==> src/rtl/rst_pkg.sv <==
// Shared types and default sizing for the staged reset sequencer.
package rst_pkg;

  typedef enum logic [1:0] {
    S_WAIT,
    S_FILT,
    S_REL,
    S_DONE
  } rst_state_t;

  localparam int DEF_N_STAGE   = 3;
  localparam int DEF_HOLD_CYC  = 16;
  localparam int DEF_LOCK_FILT = 8;

endpackage

==> src/rtl/sync_2ff.sv <==
// Generic two-flop synchronizer for asynchronous inputs, clears to zero on reset.
module sync_2ff #(
  parameter int WIDTH = 1
) (
  input  logic             clk,
  input  logic             rst,
  input  logic [WIDTH-1:0] d,
  output logic [WIDTH-1:0] q
);

  logic [WIDTH-1:0] meta;

  always_ff @(posedge clk or posedge rst) begin
    if (rst) begin
      meta <= '0;
      q    <= '0;
    end else begin
      meta <= d;
      q    <= meta;
    end
  end

endmodule

==> src/rtl/rst_seq.sv <==
// Staged reset sequencer: waits for a filtered PLL lock, then releases each
// stage reset in order with a fixed hold between releases.
module rst_seq
  import rst_pkg::*;
#(
  parameter int N_STAGE   = DEF_N_STAGE,
  parameter int HOLD_CYC  = DEF_HOLD_CYC,
  parameter int LOCK_FILT = DEF_LOCK_FILT
) (
  input  logic               sys_clk,
  input  logic               rst,
  input  logic               locked,
  input  logic               soft_rst,
  output logic [N_STAGE-1:0] rst_out,
  output logic               ready
);

  localparam int MAX_CNT = (HOLD_CYC > LOCK_FILT) ? HOLD_CYC : LOCK_FILT;
  localparam int CW      = (MAX_CNT > 1) ? $clog2(MAX_CNT) : 1;
  localparam int SW      = (N_STAGE > 1) ? $clog2(N_STAGE) : 1;

  localparam logic [CW-1:0] HOLD_LAST  = CW'(HOLD_CYC - 1);
  localparam logic [CW-1:0] FILT_LAST  = CW'(LOCK_FILT - 1);
  localparam logic [SW-1:0] STAGE_LAST = SW'(N_STAGE - 1);

  rst_state_t      state;
  logic [CW-1:0]   cnt;
  logic [SW-1:0]   stage;
  logic            lock_s;

  sync_2ff #(.WIDTH(1)) u_lock_sync (
    .clk (sys_clk),
    .rst (rst),
    .d   (locked),
    .q   (lock_s)
  );

  // Abort outranks every advance so a lock drop or soft restart can never
  // slip a stage release through on the same edge.
  always_ff @(posedge sys_clk or posedge rst) begin
    if (rst) begin
      state   <= S_WAIT;
      cnt     <= '0;
      stage   <= '0;
      rst_out <= '1;
      ready   <= 1'b0;
    end else if (state != S_WAIT && (!lock_s || soft_rst)) begin
      state   <= S_WAIT;
      cnt     <= '0;
      stage   <= '0;
      rst_out <= '1;
      ready   <= 1'b0;
    end else begin
      case (state)
        S_WAIT: begin
          if (lock_s) begin
            state <= S_FILT;
            cnt   <= '0;
          end
        end
        S_FILT: begin
          if (cnt == FILT_LAST) begin
            state <= S_REL;
            cnt   <= '0;
            stage <= '0;
          end else begin
            cnt <= cnt + 1'b1;
          end
        end
        S_REL: begin
          if (cnt == HOLD_LAST) begin
            rst_out[stage] <= 1'b0;
            cnt            <= '0;
            if (stage == STAGE_LAST) begin
              state <= S_DONE;
              ready <= 1'b1;
            end else begin
              stage <= stage + 1'b1;
            end
          end else begin
            cnt <= cnt + 1'b1;
          end
        end
        S_DONE: begin
          state <= S_DONE;
        end
        default: begin
          state <= S_WAIT;
        end
      endcase
    end
  end

endmodule

==> config.mk <==
export PLATFORM = sky130hd
export DESIGN_NAME = rst_seq
export DESIGN_NICKNAME = d
export VERILOG_FILES = /design/src/rtl/rst_pkg.sv /design/src/rtl/sync_2ff.sv /design/src/rtl/rst_seq.sv
export SDC_FILE = /design/constraint.sdc
export NUM_CORES = 1
export LEC_CHECK = 0
export CAP_MARGIN = 10
export CORE_MARGIN = 4
export CORE_UTILIZATION = 49
export DETAILED_ROUTE_END_ITERATION = 10
export GPL_TIMING_DRIVEN = 0
export PLACE_DENSITY = 0.73
export SYNTH_ARGS = -nofsm -noshare
export SYNTH_HDL_FRONTEND = slang
export SYNTH_SLANG_ARGS = --single-unit
==> constraint.sdc <==
create_clock -name sys_clk -period 1.5 [get_ports sys_clk]
set_input_delay 0.3 -clock sys_clk [delete_from_list [all_inputs] [get_ports sys_clk]]
set_output_delay 0.3 -clock sys_clk [all_outputs]
set_load 0.02 [all_outputs]
; ---- Word-level counts from Yosys, hierarchy flattened
; Index checks and enable logic that the tools add are counted.
[word_totals]
out_inout_bits = 4
reg_bits = 14
word_cells = 65
[op_classes]
n_reduce_logical = 16
n_lt_le_gt_ge = 2
n_mux = 25
n_bitwise = 2
n_eq_ne = 11
addsub = 2
[ops]
columns = cell, count
row1 = 2-bit two-way mux, 9
row2 = 4-bit two-way mux, 4
row3 = 3-bit inequality test (second input constant), 4
row4 = 4-bit one-hot mux with 3 select lines, 1
row5 = 3-bit two-way mux, 3
row6 = 2-bit one-hot mux with 4 select lines, 1
row7 = 4-bit AND reduction, 2
row8 = 2-bit nonzero test, 4
row9 = 2-bit == test (second input constant), 3
row10 = 1-bit two-way mux, 5
row11 = 4-bit by 1-bit adder with 4-bit output (second input constant), 1
row12 = 4-bit by 3-bit == test with 1-bit output (second input constant), 1
row13 = 4-bit == test (second input constant), 1
row14 = 2-bit one-hot mux with 2 select lines, 1
row15 = 2-bit AND reduction, 2
row16 = 4-bit nonzero test, 1
row17 = 3-bit AND, 1
row18 = 2-bit by 3-bit < comparator with 1-bit output (second input constant), 1
row19 = 3-bit by 2-bit inequality test with 1-bit output (second input constant), 1
row20 = 3-bit inverter, 1
row21 = 3-bit AND reduction, 1
row22 = 3-bit nonzero test, 1
row23 = 2-bit by 1-bit adder with 2-bit output (second input constant), 1
row24 = 1-bit demux with 2-bit select, 1
row25 = other kinds (6), 7

; ---- Logic depth before layout (Yosys ltp)
[depth]
depth_word = 9
depth_mapped = 7
ltp_nobuf = 6

; ---- Cells and area by module
; A second synthesis with hierarchy kept.
[hier_totals]
cells_unflattened = 87
hier_area_um2 = 864.6
[modules_own_cells]
columns = module, cells_each, n_inst, area_each_um2, seq_area_each_um2
row1 = rst_seq, 84, 1, 810.8, 304.0
row2 = sync_2ff, 3, 1, 53.8, 50.0

; ---- Worst setup path after synthesis
; OpenSTA, ideal clock, no wires.
[synth_timing]
kind = reg2reg
from = register state[1]
to = register stage[1]
synth_period_minus_slack_ps = 1619
path_buffers = 0
path_stages_with_launch = 7
path_slack_ps = -119
arrival_ps = 1547
path_cell_list = dfrtp_1 -> inv_1 -> ha_1 -> and4bb_2 -> o21ai_1 -> mux2_2 -> nor2_1
[synth_between]
elab_chain_cells = 4
elab_cells_between_ends = 11
cone_classes = 5 x eq/ne / 2 x mux / 4 x reduce/logical
[synth_lines]
columns = item, line
row1 = "start, declared", rst_seq.sv:26  ; rst_state_t state;
row2 = "start signal, assigned", rst_seq.sv:42  ; state <= S_WAIT;
row3 = "start signal, assigned", rst_seq.sv:48  ; state <= S_WAIT;
row4 = "start signal, assigned", rst_seq.sv:57  ; state <= S_FILT;
row5 = 2-bit nonzero test, rst_seq.sv:47  ; end else if (state != S_WAIT && (!lock_s || soft_rst)) begin
row6 = 1-bit logical AND, rst_seq.sv:47
row7 = 3-bit inequality test (no line) / 3-bit nonzero test (equally long branches), n/a
row8 = 4-bit AND reduction (no line), n/a
row9 = "end signal, assigned", rst_seq.sv:78  ; stage <= stage + 1'b1;
row10 = "end, declared", rst_seq.sv:28  ; logic [SW-1:0] stage;
; Several ways; a longest one is shown, not always the timed one.
; A chain may end at the register's enable or synchronous reset.

; ---- Worst setup path after layout
[layout_timing]
from = register state[0]
to = register state[0]
[layout_between]
elab_chain_cells = 4
elab_cells_between_ends = 13
cone_classes = 7 x eq/ne / 2 x mux / 4 x reduce/logical
[layout_lines]
columns = item, line
row1 = 2-bit nonzero test, rst_seq.sv:47
row2 = 1-bit logical AND, rst_seq.sv:47
row3 = 3-bit by 2-bit inequality test with 1-bit output (no line) / 3-bit inequality test (equally long branches), n/a
row4 = 4-bit AND reduction (no line), n/a
; Several ways; a longest one is shown, not always the timed one.

==> metrics.md <==
| Metric | Value |
|---|---|
| Run status | complete, but fails checks |
| Iter 0 DRT Violations | 7 |
| Slowest stage cell, crit path | dfrtp_1 |
| Placed Cells | 105 |
| Power Density | 1450 nW/um^2 |
| Total number of yosys warnings | 0 |
| H-tree levels | 1 |
| Clock Tree Root | clkbuf_4 |
| Synth-to-layout area growth | 35.6% |
| Arr. time, crit path | 1.81 ns |
| Final hold vios | 0 |
| Crit-path cells | buf_6, ha_4, nand3b_1, a211oi_4, o211ai_1, o311ai_1 |
| Seq cells post-synth | 14 |
| Core ar. | 1580 um^2 |
| Total GRT Usage | 16.4% |
| CTS tree | yes |
| Final setup violation count | 7 |
| Avg Cell Area, Syn | 10.4 um^2 |
| Via Count | 651 |
| Residual DRC | 0 |
| Row Count | 14 |
| Grt ovf | 0 |
| FMAX | 0.613 GHz |
| Main flop type after synthesis | dfrtp_1 |
| Final wirelength | 1750 um |
| Worst Setup End Kind | flip-flop |
| Total power | 1.68 mW |
| Vias/cell | 5.56 |
| Crit path largest cell delay | 0.43 ns |
| Fin util | 73.4% |
| Fillers | 110 |
| Routed len/inst | 14.9 um |
| Max-slew violation count | 0 |
| Async SR Flop Fraction | 100% |
| Fin cells | 117 |
| Largest net degree at the start of global routing | 15 |
| Clk sink count | 14 |
| Place WS | -0.261 ns |
| Num ports | 8 |
| DPL Wire Length | 1150 um |
| Buffers added on ports | 7 |
| Final period util | 109% |
| Initial antenna violation count | 0 |
| WHS | 0.344 ns |
| PnR worst setup slack | -0.132 ns |
| Skew-Pair Late Insertion Delay | 0.28 ns |
| Req. time, crit path | 1.68 ns |
| Drt pass-1 iters | 4 |
| R2R Setup Slk | -0.13 ns |
| Cells after Synth | 82 |
| LEAKAGE | 0.495 nW |
| VDD IR-drop max | 1.18 mV |
| Die Wd | 49.7 um |
| Seq/Total Area, Yosys | 41.5% |
| Initial core utilization | 54.1% |
| Num CTS Buffers | 3 |
| GPL Wtd Cong | 0.795 |
| Syn Std Cell Area | 853 um^2 |
| Relative slew slack | 64.8% |
| Slew @ Worst Pin | 0.527 ns |
| Syn Nets | 94 |
| First-pass GRT wire length | 3190 um |
| Skew final | 0.00636 ns |
| Post-DRT Antenna Nets | 0 |
| CP startpoint kind | flip-flop |
| Crit path max-delay family | compound AO/OA/AOI/OAI gates |
| Crit path time final | 1.63 ns |
| Die extent in y | 49.7 um |
| DIE AREA | 2470 um^2 |
| Vias in the first global route | 732 |
| Critical path buffer and inverter count | 1 |
| Nets@finish | 114 |
| Synth unique cells | 34 |
| Diodes inserted | 0 |
| Clock buffer depth | 2 |
| Reg clk slew, reported paths | 0.10 ns |
| Violated checks | setup timing |
| Worst setup startpoint | state[0]$_DFFE_PP0P_ |
| Share of cells above drive strength 1 | 39.6% |
| Max-Cap Viols | 0 |
| EDFF count, synth | 0 |
| RSZ-0062 raised after global routing | yes |
| Worst Path Class, Setup | flip-flop to flip-flop |
| Hold crit path type | input port to async pin |
| CP Max Fanout | 8 |
| Reg-to-reg critical path startpoint | state[0]$_DFFE_PP0P_ |
==> worst paths after layout <==
path	endpoint	cells past startpoint
min in group sys_clk	u_lock_sync.q$_DFF_PP0_	0
worst max-delay path	state[0]$_DFFE_PP0P_	6
worst min-delay path	state[0]$_DFFE_PP0P_	2
worst max register to register	state[0]$_DFFE_PP0P_	6
worst min register to register	u_lock_sync.q$_DFF_PP0_	0
max in group asynchronous	rst_out[1]$_DFFE_PP1P_	2
==> timing repair <==
action | CTS | global route
resized for setup | 20 | 3
setup buffers | 8 | 1
endpoints found under the setup margin | 12 | 9
pin swaps | 8 | 0
hold buffers | 0 | 0
==> routing by layer <==
layer  global-route usage, %  part of all wire (%)  vias to the layer above
li1                        -                     -                      327
met1                    21.6                    47                      308
met2                    26.0                    49                       14
met3                    4.52                   3.5                        2
met4                    5.07                  0.57                        0
met5                       0                     0                        -
==> placed cells by master, fill, tap and decap left out, types with 3 or more instances in the layout <==
master and n:
a21o_1 4, a21oi_1 3, buf_4 8, clkbuf_4 3, clkdlybuf4s50_1 3, dfrtp_1 11, dfstp_2 3, dlygate4sd2_1 3
ha_4 5, inv_1 6, nand2_1 5, nor2_1 5
==> synthesized netlist by cell type (all sizes together), types with 2 or more instances <==
cell type / count / share of area [%]
dfrtp: 11 / 32
nor2: 8 / 3.8
a22o: 2 / 2.2
nor3b: 2 / 1.8
mux2: 2 / 2.6
a21o: 4 / 3.5
ha: 8 / 12
a21oi: 3 / 1.8
inv: 8 / 3.5
nand2: 5 / 2.2
buf: 2 / 2.6
a211oi: 3 / 4.1
o21ai: 2 / 1.2
a2bb2oi: 2 / 2.1
nand3: 2 / 1.2
dfstp: 3 / 9.2
==> report_power, final <==
| group | total, mW | switching [mW] | leakage, nW | internal [mW] |
|---|---|---|---|---|
| registers | 0.447 | 0.0333 | 0.177 | 0.414 |
| logic | 0.953 | 0.473 | 0.296 | 0.480 |
| clock network | 0.278 | 0.131 | 0.0210 | 0.147 |
| total | 1.68 | 0.638 | 0.495 | 1.04 |
==> worst reg2reg max path: cells and delay by family (launching register included) <==
family / cells / cell delay (ns)
AND/OR/NAND/NOR: 1 / 0.23
flip-flops: 1 / 0.43
AO/OA/AOI/OAI: 3 / 0.55
adder cells (fa/ha/maj): 1 / 0.18
buffers and inverters: 1 / 0.14
==> final cells by class <==
class                      count  area, um^2  area share [%]
tap                           16        20.0            1.73
buffer                         1        11.3           0.973
timing repair buffer          16         138            11.9
multi-input combinational     58         566            48.9
sequential                    14         354            30.6
clock buffer                   4        36.3            3.14
inverter                       8        32.5            2.81
==> through the flow <==
step	setup TNS (ns)	cell area (um^2)
final	-0.631	1160
after global routing	-1.17	1160
after CTS	-0.407	1140
after detailed placement	-1.10	976
after global placement	-0.962	976
after floorplan	-0.121	886
==> cell families (layout without fill, tap and decap cells) <==
logic type,after synthesis,after routing,share of synthesized area [%]
and+or+nand+nor,25,25,15.8
AOI/OAI and AO/OA,22,22,21.0
DFF,14,14,41.5
buffers and inverters,10,29,6.16
adders and majority gates,8,8,11.7
muxes,3,3,3.81
==> registers in the layout, indices dropped and copies added (netlist names) <==
| name | count |
|---|---|
| cnt | 4 |
| rst_out | 3 |
| stage | 2 |
| state | 2 |
| ready | 1 |
| u_lock_sync.meta | 1 |
| u_lock_sync.q | 1 |
(Power assumes the default switching activity.)
